**src/rtl/uart_pkg.sv**
```systemverilog
// -----------------------------------------------------------------------------
// uart_pkg
// Shared definitions for the memory-mapped UART transmitter:
//   - register offsets decoded from Addr[3:2]
//   - STATUS and CTRL bit positions
//   - the transmit state encoding
//   - eff_div(): maps a programmed divisor to the one actually used
// -----------------------------------------------------------------------------
package uart_pkg;

  // Word offsets within the device window (Addr[3:2])
  localparam logic [1:0] REG_DATA    = 2'd0;
  localparam logic [1:0] REG_STATUS  = 2'd1;
  localparam logic [1:0] REG_CTRL    = 2'd2;
  localparam logic [1:0] REG_DIVISOR = 2'd3;

  // STATUS fields; the FIFO count occupies bits [STAT_COUNT_LSB +: 4]
  localparam int STAT_BUSY      = 0;
  localparam int STAT_FULL      = 1;
  localparam int STAT_EMPTY     = 2;
  localparam int STAT_OVERFLOW  = 3;
  localparam int STAT_COUNT_LSB = 4;

  // CTRL fields
  localparam int CTRL_TX_EN  = 0;
  localparam int CTRL_IRQ_EN = 1;

  typedef enum logic [1:0] {
    TX_IDLE  = 2'd0,
    TX_START = 2'd1,
    TX_DATA  = 2'd2,
    TX_STOP  = 2'd3
  } tx_state_e;

  // A divisor of zero would never complete a bit, so it behaves as one.
  function automatic logic [15:0] eff_div(input logic [15:0] d);
    return (d == 16'd0) ? 16'd1 : d;
  endfunction

endpackage

```
**src/rtl/uart_tx_fifo.sv**
```systemverilog
// -----------------------------------------------------------------------------
// uart_tx_fifo
// Small synchronous FIFO holding bytes waiting to be serialised.
//   clk, reset : system clock, synchronous active-high reset (empties FIFO)
//   push, din  : write din at the clock edge when there is room
//   pop        : drop the head entry at the clock edge (ignored when empty)
//   head       : current head entry (valid when !empty)
//   count      : number of stored entries
//   full/empty : occupancy flags
// A push to a full FIFO is still accepted when a pop happens on the same edge.
// DEPTH must be a power of two so the pointers wrap naturally.
// -----------------------------------------------------------------------------
module uart_tx_fifo #(
  parameter int WIDTH = 8,
  parameter int DEPTH = 4
) (
  input  logic                   clk,
  input  logic                   reset,
  input  logic                   push,
  input  logic                   pop,
  input  logic [WIDTH-1:0]       din,
  output logic [WIDTH-1:0]       head,
  output logic [$clog2(DEPTH):0] count,
  output logic                   full,
  output logic                   empty
);

  localparam int AW = $clog2(DEPTH);
  localparam int CW = AW + 1;

  logic [WIDTH-1:0] mem_q [DEPTH];
  logic [WIDTH-1:0] mem_d [DEPTH];
  logic [AW-1:0]    wr_ptr_q, wr_ptr_d;
  logic [AW-1:0]    rd_ptr_q, rd_ptr_d;
  logic [CW-1:0]    count_q, count_d;
  logic             do_push, do_pop;

  assign empty   = (count_q == '0);
  assign full    = (count_q == CW'(DEPTH));
  assign do_pop  = pop & ~empty;
  // a simultaneous pop frees the slot this push needs
  assign do_push = push & (~full | do_pop);

  assign head  = mem_q[rd_ptr_q];
  assign count = count_q;

  // Next storage, pointer and occupancy values from the accepted push/pop.
  always_comb begin
    mem_d    = mem_q;
    wr_ptr_d = wr_ptr_q;
    rd_ptr_d = rd_ptr_q;
    count_d  = count_q;
    if (do_push) begin
      mem_d[wr_ptr_q] = din;
      wr_ptr_d        = wr_ptr_q + 1'b1;
    end
    if (do_pop) begin
      rd_ptr_d = rd_ptr_q + 1'b1;
    end
    case ({do_push, do_pop})
      2'b10:   count_d = count_q + 1'b1;
      2'b01:   count_d = count_q - 1'b1;
      default: count_d = count_q;
    endcase
  end

  // Pointers and count are reset; the storage itself need not be.
  always_ff @(posedge clk) begin
    if (reset) begin
      wr_ptr_q <= '0;
      rd_ptr_q <= '0;
      count_q  <= '0;
    end else begin
      wr_ptr_q <= wr_ptr_d;
      rd_ptr_q <= rd_ptr_d;
      count_q  <= count_d;
    end
    mem_q <= mem_d;
  end

endmodule

```
**src/rtl/uart_tx_dev.sv**
```systemverilog
// -----------------------------------------------------------------------------
// uart_tx_dev
// Memory-mapped 8N1 UART transmitter (LSB first) for the South Bridge port.
//   clk, reset : system clock, synchronous active-high reset
//   Addr[31:2] : word address, only Addr[3:2] decoded
//   WE, Din    : register write, committed at the clock edge
//   Dout       : combinational read data for Addr[3:2]
//   IRQ        : registered level interrupt (irq_en & FIFO empty & idle)
//   tx         : registered serial line, idles high
// Registers: 0 DATA (push), 1 STATUS, 2 CTRL {irq_en, tx_en}, 3 DIVISOR.
// -----------------------------------------------------------------------------
module uart_tx_dev
  import uart_pkg::*;
#(
  parameter int FIFO_DEPTH = 4,
  parameter int DIV_RESET  = 16
) (
  input  logic        clk,
  input  logic        reset,
  input  logic [31:2] Addr,
  input  logic        WE,
  input  logic [31:0] Din,
  output logic [31:0] Dout,
  output logic        IRQ,
  output logic        tx
);

  localparam int CW = $clog2(FIFO_DEPTH) + 1;

  tx_state_e   state_q, state_d;
  logic [15:0] baud_q, baud_d;
  logic [15:0] div_lat_q, div_lat_d;
  logic [15:0] divisor_q, divisor_d;
  logic [2:0]  bit_q, bit_d;
  logic [7:0]  shift_q, shift_d;
  logic        tx_q, tx_d;
  logic        tx_en_q, tx_en_d;
  logic        irq_en_q, irq_en_d;
  logic        ovf_q, ovf_d;
  logic        irq_q, irq_d;

  logic [7:0]    fifo_head;
  logic [CW-1:0] fifo_count;
  logic          fifo_full, fifo_empty, fifo_pop;
  logic          wr_data, wr_status, wr_ctrl, wr_div;
  logic          baud_done, load_frame;
  logic          unused_bits;

  assign wr_data   = WE && (Addr[3:2] == REG_DATA);
  assign wr_status = WE && (Addr[3:2] == REG_STATUS);
  assign wr_ctrl   = WE && (Addr[3:2] == REG_CTRL);
  assign wr_div    = WE && (Addr[3:2] == REG_DIVISOR);

  // upper address bits are decoded by the South Bridge
  assign unused_bits = ^{Addr[31:4], Din[31:16]};

  uart_tx_fifo #(
    .WIDTH (8),
    .DEPTH (FIFO_DEPTH)
  ) u_fifo (
    .clk   (clk),
    .reset (reset),
    .push  (wr_data),
    .pop   (fifo_pop),
    .din   (Din[7:0]),
    .head  (fifo_head),
    .count (fifo_count),
    .full  (fifo_full),
    .empty (fifo_empty)
  );

  // last cycle of the current bit period
  assign baud_done = (baud_q == div_lat_q - 16'd1);
  assign fifo_pop  = load_frame;

  // All state flops; reset aborts any frame and returns the line high.
  always_ff @(posedge clk) begin
    if (reset) begin
      state_q   <= TX_IDLE;
      baud_q    <= '0;
      div_lat_q <= eff_div(16'(DIV_RESET));
      divisor_q <= 16'(DIV_RESET);
      bit_q     <= '0;
      shift_q   <= '0;
      tx_q      <= 1'b1;
      tx_en_q   <= 1'b0;
      irq_en_q  <= 1'b0;
      ovf_q     <= 1'b0;
      irq_q     <= 1'b0;
    end else begin
      state_q   <= state_d;
      baud_q    <= baud_d;
      div_lat_q <= div_lat_d;
      divisor_q <= divisor_d;
      bit_q     <= bit_d;
      shift_q   <= shift_d;
      tx_q      <= tx_d;
      tx_en_q   <= tx_en_d;
      irq_en_q  <= irq_en_d;
      ovf_q     <= ovf_d;
      irq_q     <= irq_d;
    end
  end

  // Next-state logic. A new frame is loaded from IDLE or straight out of
  // STOP so queued bytes go out back to back with no idle gap.
  always_comb begin
    state_d    = state_q;
    load_frame = 1'b0;
    case (state_q)
      TX_IDLE: begin
        if (tx_en_q && !fifo_empty) begin
          load_frame = 1'b1;
          state_d    = TX_START;
        end
      end
      TX_START: begin
        if (baud_done) state_d = TX_DATA;
      end
      TX_DATA: begin
        if (baud_done && (bit_q == 3'd7)) state_d = TX_STOP;
      end
      TX_STOP: begin
        if (baud_done) begin
          if (tx_en_q && !fifo_empty) begin
            load_frame = 1'b1;
            state_d    = TX_START;
          end else begin
            state_d = TX_IDLE;
          end
        end
      end
      default: state_d = TX_IDLE;
    endcase
  end

  // Datapath for the line: the divisor is latched per frame so DIVISOR
  // writes mid-frame only affect the next frame.
  always_comb begin
    tx_d      = tx_q;
    shift_d   = shift_q;
    bit_d     = bit_q;
    div_lat_d = div_lat_q;
    baud_d    = baud_done ? 16'd0 : baud_q + 16'd1;
    if (load_frame) begin
      shift_d   = fifo_head;
      div_lat_d = eff_div(divisor_q);
      baud_d    = '0;
      tx_d      = 1'b0;
    end else begin
      case (state_q)
        TX_IDLE: begin
          baud_d = '0;
          tx_d   = 1'b1;
        end
        TX_START: begin
          if (baud_done) begin
            tx_d  = shift_q[0];
            bit_d = '0;
          end
        end
        TX_DATA: begin
          if (baud_done) begin
            if (bit_q == 3'd7) begin
              tx_d = 1'b1;
            end else begin
              shift_d = {1'b0, shift_q[7:1]};
              bit_d   = bit_q + 3'd1;
              tx_d    = shift_q[1];
            end
          end
        end
        TX_STOP: begin
          if (baud_done) tx_d = 1'b1;
        end
        default: tx_d = 1'b1;
      endcase
    end
  end

  // Register writes, sticky overflow and the registered interrupt.
  always_comb begin
    tx_en_d   = tx_en_q;
    irq_en_d  = irq_en_q;
    divisor_d = divisor_q;
    ovf_d     = ovf_q;
    if (wr_ctrl) begin
      tx_en_d  = Din[CTRL_TX_EN];
      irq_en_d = Din[CTRL_IRQ_EN];
    end
    if (wr_div) divisor_d = Din[15:0];
    if (wr_status) begin
      ovf_d = 1'b0;
    end else if (wr_data && fifo_full && !fifo_pop) begin
      ovf_d = 1'b1;
    end
    irq_d = irq_en_q & fifo_empty & (state_q == TX_IDLE);
  end

  // Read mux; unused bits read as zero.
  always_comb begin
    Dout = '0;
    case (Addr[3:2])
      REG_STATUS: begin
        Dout[STAT_BUSY]             = (state_q != TX_IDLE);
        Dout[STAT_FULL]             = fifo_full;
        Dout[STAT_EMPTY]            = fifo_empty;
        Dout[STAT_OVERFLOW]         = ovf_q;
        Dout[STAT_COUNT_LSB +: 4]   = 4'(fifo_count);
      end
      REG_CTRL:    Dout[1:0]  = {irq_en_q, tx_en_q};
      REG_DIVISOR: Dout[15:0] = divisor_q;
      default:     Dout       = '0;
    endcase
  end

  assign tx  = tx_q;
  assign IRQ = irq_q;

endmodule

```
**config.mk**
```make
export PLATFORM = sky130hd
export DESIGN_NAME = uart_tx_dev
export DESIGN_NICKNAME = d
export VERILOG_FILES = /design/src/rtl/uart_pkg.sv /design/src/rtl/uart_tx_fifo.sv /design/src/rtl/uart_tx_dev.sv
export SDC_FILE = /design/constraint.sdc
export NUM_CORES = 1
export LEC_CHECK = 0
export ABC_AREA = 0
export BUFFER_PORTS_ARGS = -buffer_cell sky130_fd_sc_hd__buf_2
export CAP_MARGIN = 20
export CORE_ASPECT_RATIO = 0.9
export CORE_MARGIN = 2
export CORE_UTILIZATION = 45
export CTS_CLUSTER_DIAMETER = 30
export DETAILED_ROUTE_END_ITERATION = 10
export GPL_TIMING_DRIVEN = 0
export PLACE_DENSITY = 0.67
export SLEW_MARGIN = 40
export SYNTH_ARGS = -nofsm -noshare
export SYNTH_HDL_FRONTEND = slang
export SYNTH_SLANG_ARGS = --single-unit
```
**constraint.sdc**
```tcl
create_clock -name clk -period 4.74 [get_ports clk]
set_input_delay 0.948 -clock clk [delete_from_list [all_inputs] [get_ports clk]]
set_output_delay 0.948 -clock clk [all_outputs]
set_load 0.02 [all_outputs]
```
==> results of run 1 <==
==> routing by layer <==
metal  up-vias  track usage (%)  share of wire [%]
met5         -                0                  0
met4         0             6.37                1.2
met2       132             30.8                 46
li1       2053                -                  -
met1      1946             26.6                 47
met3        13             4.10                6.1
==> final cells by class <==
cell class,count,share of cell area (%)
inverters,13,0.805
flip-flops and latches,105,40.0
plain buffers,47,4.54
well taps,156,3.22
repair buffers,38,3.14
clock inverters,7,1.65
clock buffers,9,3.72
multi-input cells,398,42.9
==> tightest hold or removal path, cell delays in order, from the launching register on <==
cell and delay [ns]:
dfxtp_1 0.34, nand2_1 0.06, a21oi_1 0.06
==> power breakdown <==
| group | switching [mW] | internal, mW |
|---|---|---|
| Clock | 0.371 | 0.427 |
| Sequential | 0.0121 | 0.937 |
| Combinational | 0.104 | 0.0571 |
==> flip-flops by register name, indices dropped and copies added, names as in the netlist <==
| register | cells |
|---|---|
| ovf_q | 1 |
| u_fifo.mem_q | 32 |
| shift_q | 8 |
| state_q | 2 |
| u_fifo.rd_ptr_q | 2 |
| div_lat_q | 16 |
| bit_q | 3 |
| u_fifo.count | 3 |
| irq_en_q | 1 |
| tx | 1 |
| divisor_q | 16 |
| IRQ | 1 |
| baud_q | 16 |
| tx_en_q | 1 |
| u_fifo.wr_ptr_q | 2 |
==> worst paths after layout <==
kind,endpoint,cells after the start,slack [ns]
min reg2reg,divisor_q[10],2,0.50
max,u_fifo.count[2],16,0.81
min,divisor_q[10],2,0.50
max reg2reg,u_fifo.count[2],16,0.81
==> through the flow <==
| stage | power (mW) | setup slack, ns | hold WS, ns |
|---|---|---|---|
| 2_1_floorplan | 1.08 | 1.38 | 0.428 |
| 3_3_place_gp | 1.12 | 0.933 | 0.476 |
| 3_5_place_dp | 1.13 | 0.865 | 0.487 |
| 4_1_cts | 1.92 | 0.852 | 0.499 |
| 5_1_grt | 1.98 | 0.508 | 0.521 |
| 6_report | 1.91 | 0.813 | 0.498 |
==> cells by family (layout without fill, tap and decap cells) <==
group / count (synthesis) / after routing / synth area share, %
AO/OA/AOI/OAI: 95 / 95 / 11.1
buffers and inverters: 60 / 114 / 6.10
AND/OR/NAND/NOR: 210 / 210 / 20.4
multiplexers: 24 / 24 / 6.50
adder cells (fa/ha/maj): 15 / 15 / 3.69
XOR/XNOR: 38 / 38 / 6.29
other: 1 / 16 / 0.0709
flip-flops: 105 / 105 / 45.8
==> cell usage after synthesis, types with 2 or more instances <==
master and count:
a211oi_1 10, a21oi_1 38, a22o_1 2, a31oi_1 6, a41o_1 2, a41oi_1 2
and2_1 6, and3_1 19, buf_1 4, buf_2 3, buf_4 17, buf_6 4
clkbuf_1 19, dfxtp_1 73, edfxtp_1 32, ha_1 14, inv_1 13, mux2_2 3
mux2i_1 13, mux4_2 8, nand2_1 55, nand2b_1 5, nand3_1 36, nand3b_1 2
nand4_1 4, nand4b_1 2, nor2_1 33, nor2b_1 10, nor3_1 13, nor3b_1 3
nor4_1 8, o21ai_0 22, o221ai_1 2, or2_2 2, or3_1 3, xnor2_1 17
xor2_1 21
==> summary.txt, run 1 <==
Worst hold path
  • Worst Hold Class: register to register
  • Min-delay src: divisor_q[10]

STA
  • Final Cycle Share: between 80% and 90%
  • Slew headroom: 59.6%
  • Max-slew violations: 0
  • Final worst path period need: between 3 and 4 ns
  • Setup TNS: 0 ns
  • RSZ-0062 raised after global routing: no
  • Least-Margin Pin Slew: 0.605 ns
  • Hold Fails Final Rpt: 0
  • FMAX: approximately 250 MHz
  • Worst Skew: approximately 0.011 ns
  • Final setup viols: 0

Flow run
  • Maxcap violations: 0

Synthesis
  • Yosys reg bits: between 100 and 150
  • Area contributors post-synth: dfxtp_1 (28%), edfxtp_1 (18%), nand2_1 (3.9%), a21oi_1 (3.6%), xor2_1 (3.5%)
  • Area share of the largest cell type after synthesis: roughly 28%
  • Seq/Total Area, Yosys: approximately 46%
  • Post-synth EDFFs: 32
  • Area leader, netlist: dfxtp_1
  • Ys Warns: 0
  • Top_reg_cell synth: dfxtp_1
  • Synth cell types: 59
  • Mapped Cells: ~550
  • Mapped Area: roughly 5300 um^2
  • Mapped Avg Cell Area: 9.65 um^2
  • Async S/R FF share, synth: 0%

Floorplanning
  • Ports: between 90 and 100
  • Die Ht: 107 um
  • Die width: 118 um
  • Num rows: 37
  • Core Area: around 11,000 um^2
  • Initial Utilization: a little under half
  • Die area: between 10,000 and 15,000 um^2

Detailed routing
  • ANT nets after route: 0
  • Initial drt markers: about 280
  • Routed vias/inst: 5.36
  • Residual DRC: 0
  • Final wirelength: approximately 12 mm
  • Routed via count: approximately 4.1k
  • Initial DRT Pass Iterations: 5
  • DR WL/cell: ~15 um

Layout
  • Final #Nets: about 690
  • Most frequent cells in the layout: dfxtp_1 (73), nand2_1 (55), buf_2 (41), a21oi_1 (38), nand3_1 (36)
  • Multi-input gate area: between 2000 and 3000 um^2
  • Diode count: 0
  • Most common cell after layout, fill and taps aside: dfxtp_1
  • Layout cells sized above 1: ~16%
  • Fillcell total: slightly above 1k
  • Layout Cells excl Fill: about 770
  • Register Area: around 2400 um^2
  • Area growth syn-to-layout: 14.5%
  • Util after Layout: a little over half
  • Cell area after layout: a little over 6000 um^2

Global routing
  • Vias in the first global route: around 4.0k
  • First-pass GRT wire length: about 20 mm
  • Antenna violations before repair: 0
  • Grt total ovfl: 0
  • Largest net degree at the start of global routing: 22
  • Global-route total usage across every layer: between 10% and 20%

Status
  • Status: finished clean

Clocking
  • Setup bufs post-CTS: 0
  • PostCTS Resize Cnt: 0
  • Worst-path clk slew: ~0.080 ns
  • Root buffer cell: clkbuf_16
  • CTS Buf Count: 9
  • H-tree depth: 3
  • CTS tree: done
  • CTS max path bufs: 2
  • Clk sink count: around 110
  • Clk_lat worst skew: approximately 0.36 ns
  • Hold bufs inserted after CTS: 0

Pwr
  • Peak supply drop: approximately 0.00025 V
  • Leak: about 2.4 nW
  • Pwr/cell area: between 300 and 400 nW/um^2

Critical path
  • Crit-path max FO: 10
  • Crit-path cells: inv_1, ha_1, or3b_1, nor3_2, a41oi_1, nor3b_1, a41o_1, buf_4, nand2_1, inv_1, ha_1, inv_1, fa_1, xor2_1, or3_1, a21oi_1
  • WP data required: between 5 and 6 ns
  • Origin of the critical flop-to-flop path: div_lat_q[0]
  • Slowest cell on crit path: nor3b_1
  • Setup crit start: div_lat_q[0]
  • CP endpoint kind: register
  • Cell family with most CP delay: simple AND/OR/NAND/NOR gates
  • Slowest stage delay, CP: between 0.4 and 0.5 ns
  • WP data arrival: 4.21 ns
  • CP Buf/Inv Count: 4
  • Startpoint Class: register
  • Most frequent CP cell: inv_1
  • CP Class: register to register

Place
  • Placed insts: 757
  • Final HPWL DP: slightly below 9 mm
  • Placed cell areas: 5730 um^2
  • Port Buffers: 38
  • Final RePlAce weighted congestion: approximately 0.85
No activity file was read; power rests on OpenSTA's default activity.
==> run 2, diff against run 1 <==
--- a/config.mk
+++ b/config.mk
@@ -14,7 +14,7 @@
 export CTS_CLUSTER_DIAMETER = 30
 export DETAILED_ROUTE_END_ITERATION = 10
 export GPL_TIMING_DRIVEN = 0
-export PLACE_DENSITY = 0.67
+export PLACE_DENSITY = 0.69
 export SLEW_MARGIN = 40
 export SYNTH_ARGS = -nofsm -noshare
 export SYNTH_HDL_FRONTEND = slang
==> constraint.sdc (replaced) <==
create_clock -name clk -period 3.6 [get_ports clk]
set_input_delay 0.72 -clock clk [delete_from_list [all_inputs] [get_ports clk]]
set_output_delay 0.72 -clock clk [all_outputs]
set_load 0.02 [all_outputs]
==> run 2 against run 1 <==
Count of clock-buffer cells in the layout unchanged. Clock skew decreased by 0.0017 ns. Die area unchanged. Critical path depth fell by 1. Register-to-register slack lost 0.69 ns. Critical path type unchanged. Largest power group unchanged.
==> summary.txt, run 2 (synthesis gave the netlist of run 1 again) <==
Status
  • Status: finished clean

Global routing
  • Antenna violations before repair: 0 (unchanged)
  • Largest net degree at the start of global routing: 22 (unchanged)
  • First-pass GRT wire length: 20.0 mm (+1.9%)
  • Vias in the first global route: 4,029 (+2.0%)
  • Grt total ovfl: 0 (unchanged)
  • Global-route total usage across every layer: 19.8% (+0.37 points)

Detailed routing
  • Initial drt markers: 283 (unchanged)
  • ANT nets after route: 0 (unchanged)
  • Routed vias/inst: 5.42 (+1.1%)
  • Initial DRT Pass Iterations: 5 (unchanged)
  • Residual DRC: 0 (unchanged)
  • Final wirelength: 12.2 mm (+1.6%)
  • DR WL/cell: 15.6 um (+0.85%)
  • Routed via count: 4,223 (+1.9%)

Pwr
  • Net Sw Power: 639 uW (+31%)
  • Peak supply drop: 0.000288 V (+16%)
  • Clock Power Share: 41.6% (-0.2 points)
  • Pwr/cell area: 405 nW/um^2 (+29%)
  • Flop pwr share: 49.6% (about the same)
  • Combinational power share: 8.7% (+0.2 points)
  • Switching portion of total power: 25.4% (-0.13 points)
  • Int Pwr: 1.88 mW (+32%)
  • Leak: 2.40 nW (+1.7%)

Floorplanning
  • Num rows: 37 (unchanged)
  • Core Area: 11,400 um^2 (unchanged)
  • Die width: 118 um (unchanged)
  • Ports: 99 (unchanged)
  • Die area: 12,600 um^2 (unchanged)
  • Die Ht: 107 um (unchanged)
  • Initial Utilization: 46.3% (unchanged)

Worst hold path
  • Worst Hold Class: register to register
  • Min-delay src: divisor_q[0]

Clocking
  • Root buffer cell: clkbuf_16
  • Clk sink count: 105 (unchanged)
  • CTS Buf Count: 9 (unchanged)
  • CTS max path bufs: 2 (unchanged)
  • H-tree depth: 3 (unchanged)
  • Clk_lat worst skew: 0.35 ns (about the same)
  • Worst-path clk slew: 0.08 ns (about the same)
  • CTS tree: done
  • Hold bufs inserted after CTS: 0 (unchanged)

STA
  • Slew headroom: 60.6% (+1.0 points)
  • Setup TNS: 0 ns (unchanged)
  • Final Cycle Share: 96.6% (+14 points)
  • Max-slew violations: 0 (unchanged)
  • Least-Margin Pin Slew: 0.591 ns (-0.0143 ns)
  • Final setup viols: 0 (unchanged)
  • Worst Skew: 0.00938 ns (-0.00175 ns)
  • FMAX: 288 MHz (+13%)
  • Hold Fails Final Rpt: 0 (unchanged)
  • Final worst path period need: 3.48 ns (-0.449 ns)

Layout
  • Fillcell total: 1,023 (-0.87%)
  • Most common cell after layout, fill and taps aside: dfxtp_1
  • Top reg by flops: u_fifo.mem_q
  • Cell area after layout: 6210 um^2 (+2.6%)
  • Multi-input gate area: 2700 um^2 (+3.8%)
  • Diode count: 0 (unchanged)
  • Layout cells sized above 1: 19.6% (+3.7 points)
  • Most frequent cells in the layout: dfxtp_1 (71), nand2_1 (55), buf_2 (41), a21oi_1 (37), nand3_1 (36)
  • Area growth syn-to-layout: 17.5%
  • Register Area: 2430 um^2 (+0.21%)
  • Final #Nets: 698 (+0.87%)
  • Max FFs per register: 32 (unchanged)

Critical path
  • CP endpoint kind: register
  • Most frequent CP cell: nand2_1
  • CP Class: register to register
  • Crit-path cells: nand2b_1, nand2_1, a2111oi_0, and3b_1, nor3b_2, a41o_1, buf_6, nand2_1, inv_2, ha_4, inv_1, fa_2, xor2_1, or3_4, a21oi_2
  • Slowest cell on crit path: dfxtp_1
  • Origin of the critical flop-to-flop path: div_lat_q[4]
  • WP data arrival: 3.77 ns (-0.44 ns)
  • Cell family with most CP delay: simple AND/OR/NAND/NOR gates
  • WP data required: 3.89 ns (-1.14 ns)
  • Slowest stage delay, CP: 0.55 ns (+0.12 ns)
  • Startpoint Class: register
  • Crit-path max FO: 7 (-3)
  • CP Buf/Inv Count: 3 (-1)
  • Setup crit start: div_lat_q[4]

Place
  • Placed cell areas: 5730 um^2 (unchanged)
  • Final HPWL DP: 8.89 mm (+0.44%)
  • Port Buffers: 38 (unchanged)
  • Final RePlAce weighted congestion: 0.832 (-2.1%)

Flow run
  • Maxcap violations: 0 (unchanged)
==> run 2: changes by cell type in the layout (fill, tap and decap cells not counted), sizes merged <==
cell and delta:
buf +6, clkinv -1, inv +1
==> run 2: layout make-up <==
| cell class | count | area share (%) |
|---|---|---|
| plain buffers | 47 | 4.49 |
| clock buffers | 9 | 3.62 |
| clock inverters | 7 | 1.57 |
| inverters | 13 | 0.826 |
| multi-input cells | 398 | 43.4 |
| flip-flops and latches | 105 | 39.1 |
| well taps | 156 | 3.14 |
| repair buffers | 44 | 3.85 |
==> run 2: final timing paths <==
path                     endpoint  cells after the start  slack (ns)
setup / recovery  u_fifo.count[2]                     15        0.12
hold / removal       divisor_q[0]                      2        0.49
setup reg to reg  u_fifo.count[2]                     15        0.12
hold reg to reg      divisor_q[0]                      2        0.49
==> run 2: repair_timing <==
item                       4_1_cts  5_1_grt
setup endpoints to repair        2        2
resized for setup               14       13
pin swaps                        3       10
gates cloned                     0        0
setup buffers                    5        1
==> run 2: power groups by stage <==
stage / Clock (mW) / Combinational, mW / Sequential (mW)
floorplan: 0 / 0.147 / 1.27
global placement: 0 / 0.203 / 1.28
detailed placement: 0 / 0.209 / 1.28
CTS: 1.06 / 0.215 / 1.25
global route: 1.12 / 0.241 / 1.25
finish: 1.05 / 0.220 / 1.25
==> run 2: through the flow <==
stage | hold WS, ns | util, % | std cells | power, mW | setup WS [ns]
floorplan | 0.428 | - | 563 | 1.42 | 0.239
global placement | 0.471 | 50.1 | 757 | 1.48 | -0.225
detailed placement | 0.477 | 50.1 | 757 | 1.49 | -0.323
CTS | 0.488 | 53.7 | 778 | 2.53 | 0.00323
global route | 0.521 | 54.3 | 779 | 2.61 | -0.0977
finish | 0.491 | 54.3 | 779 | 2.52 | 0.122
==> run 2: worst min-delay path, stage by stage, from the launching register on <==
cell,delay (ns)
dfxtp_1,0.33
nand2_1,0.06
a21oi_1,0.05
==> run 2: routing by layer <==
layer	up-vias	share of wire [%]	GRT usage [%]
li1	2067	-	-
met1	2008	45	26.8
met2	138	48	32.4
met3	10	5.6	3.62
met4	0	1.0	6.11
met5	-	0	0
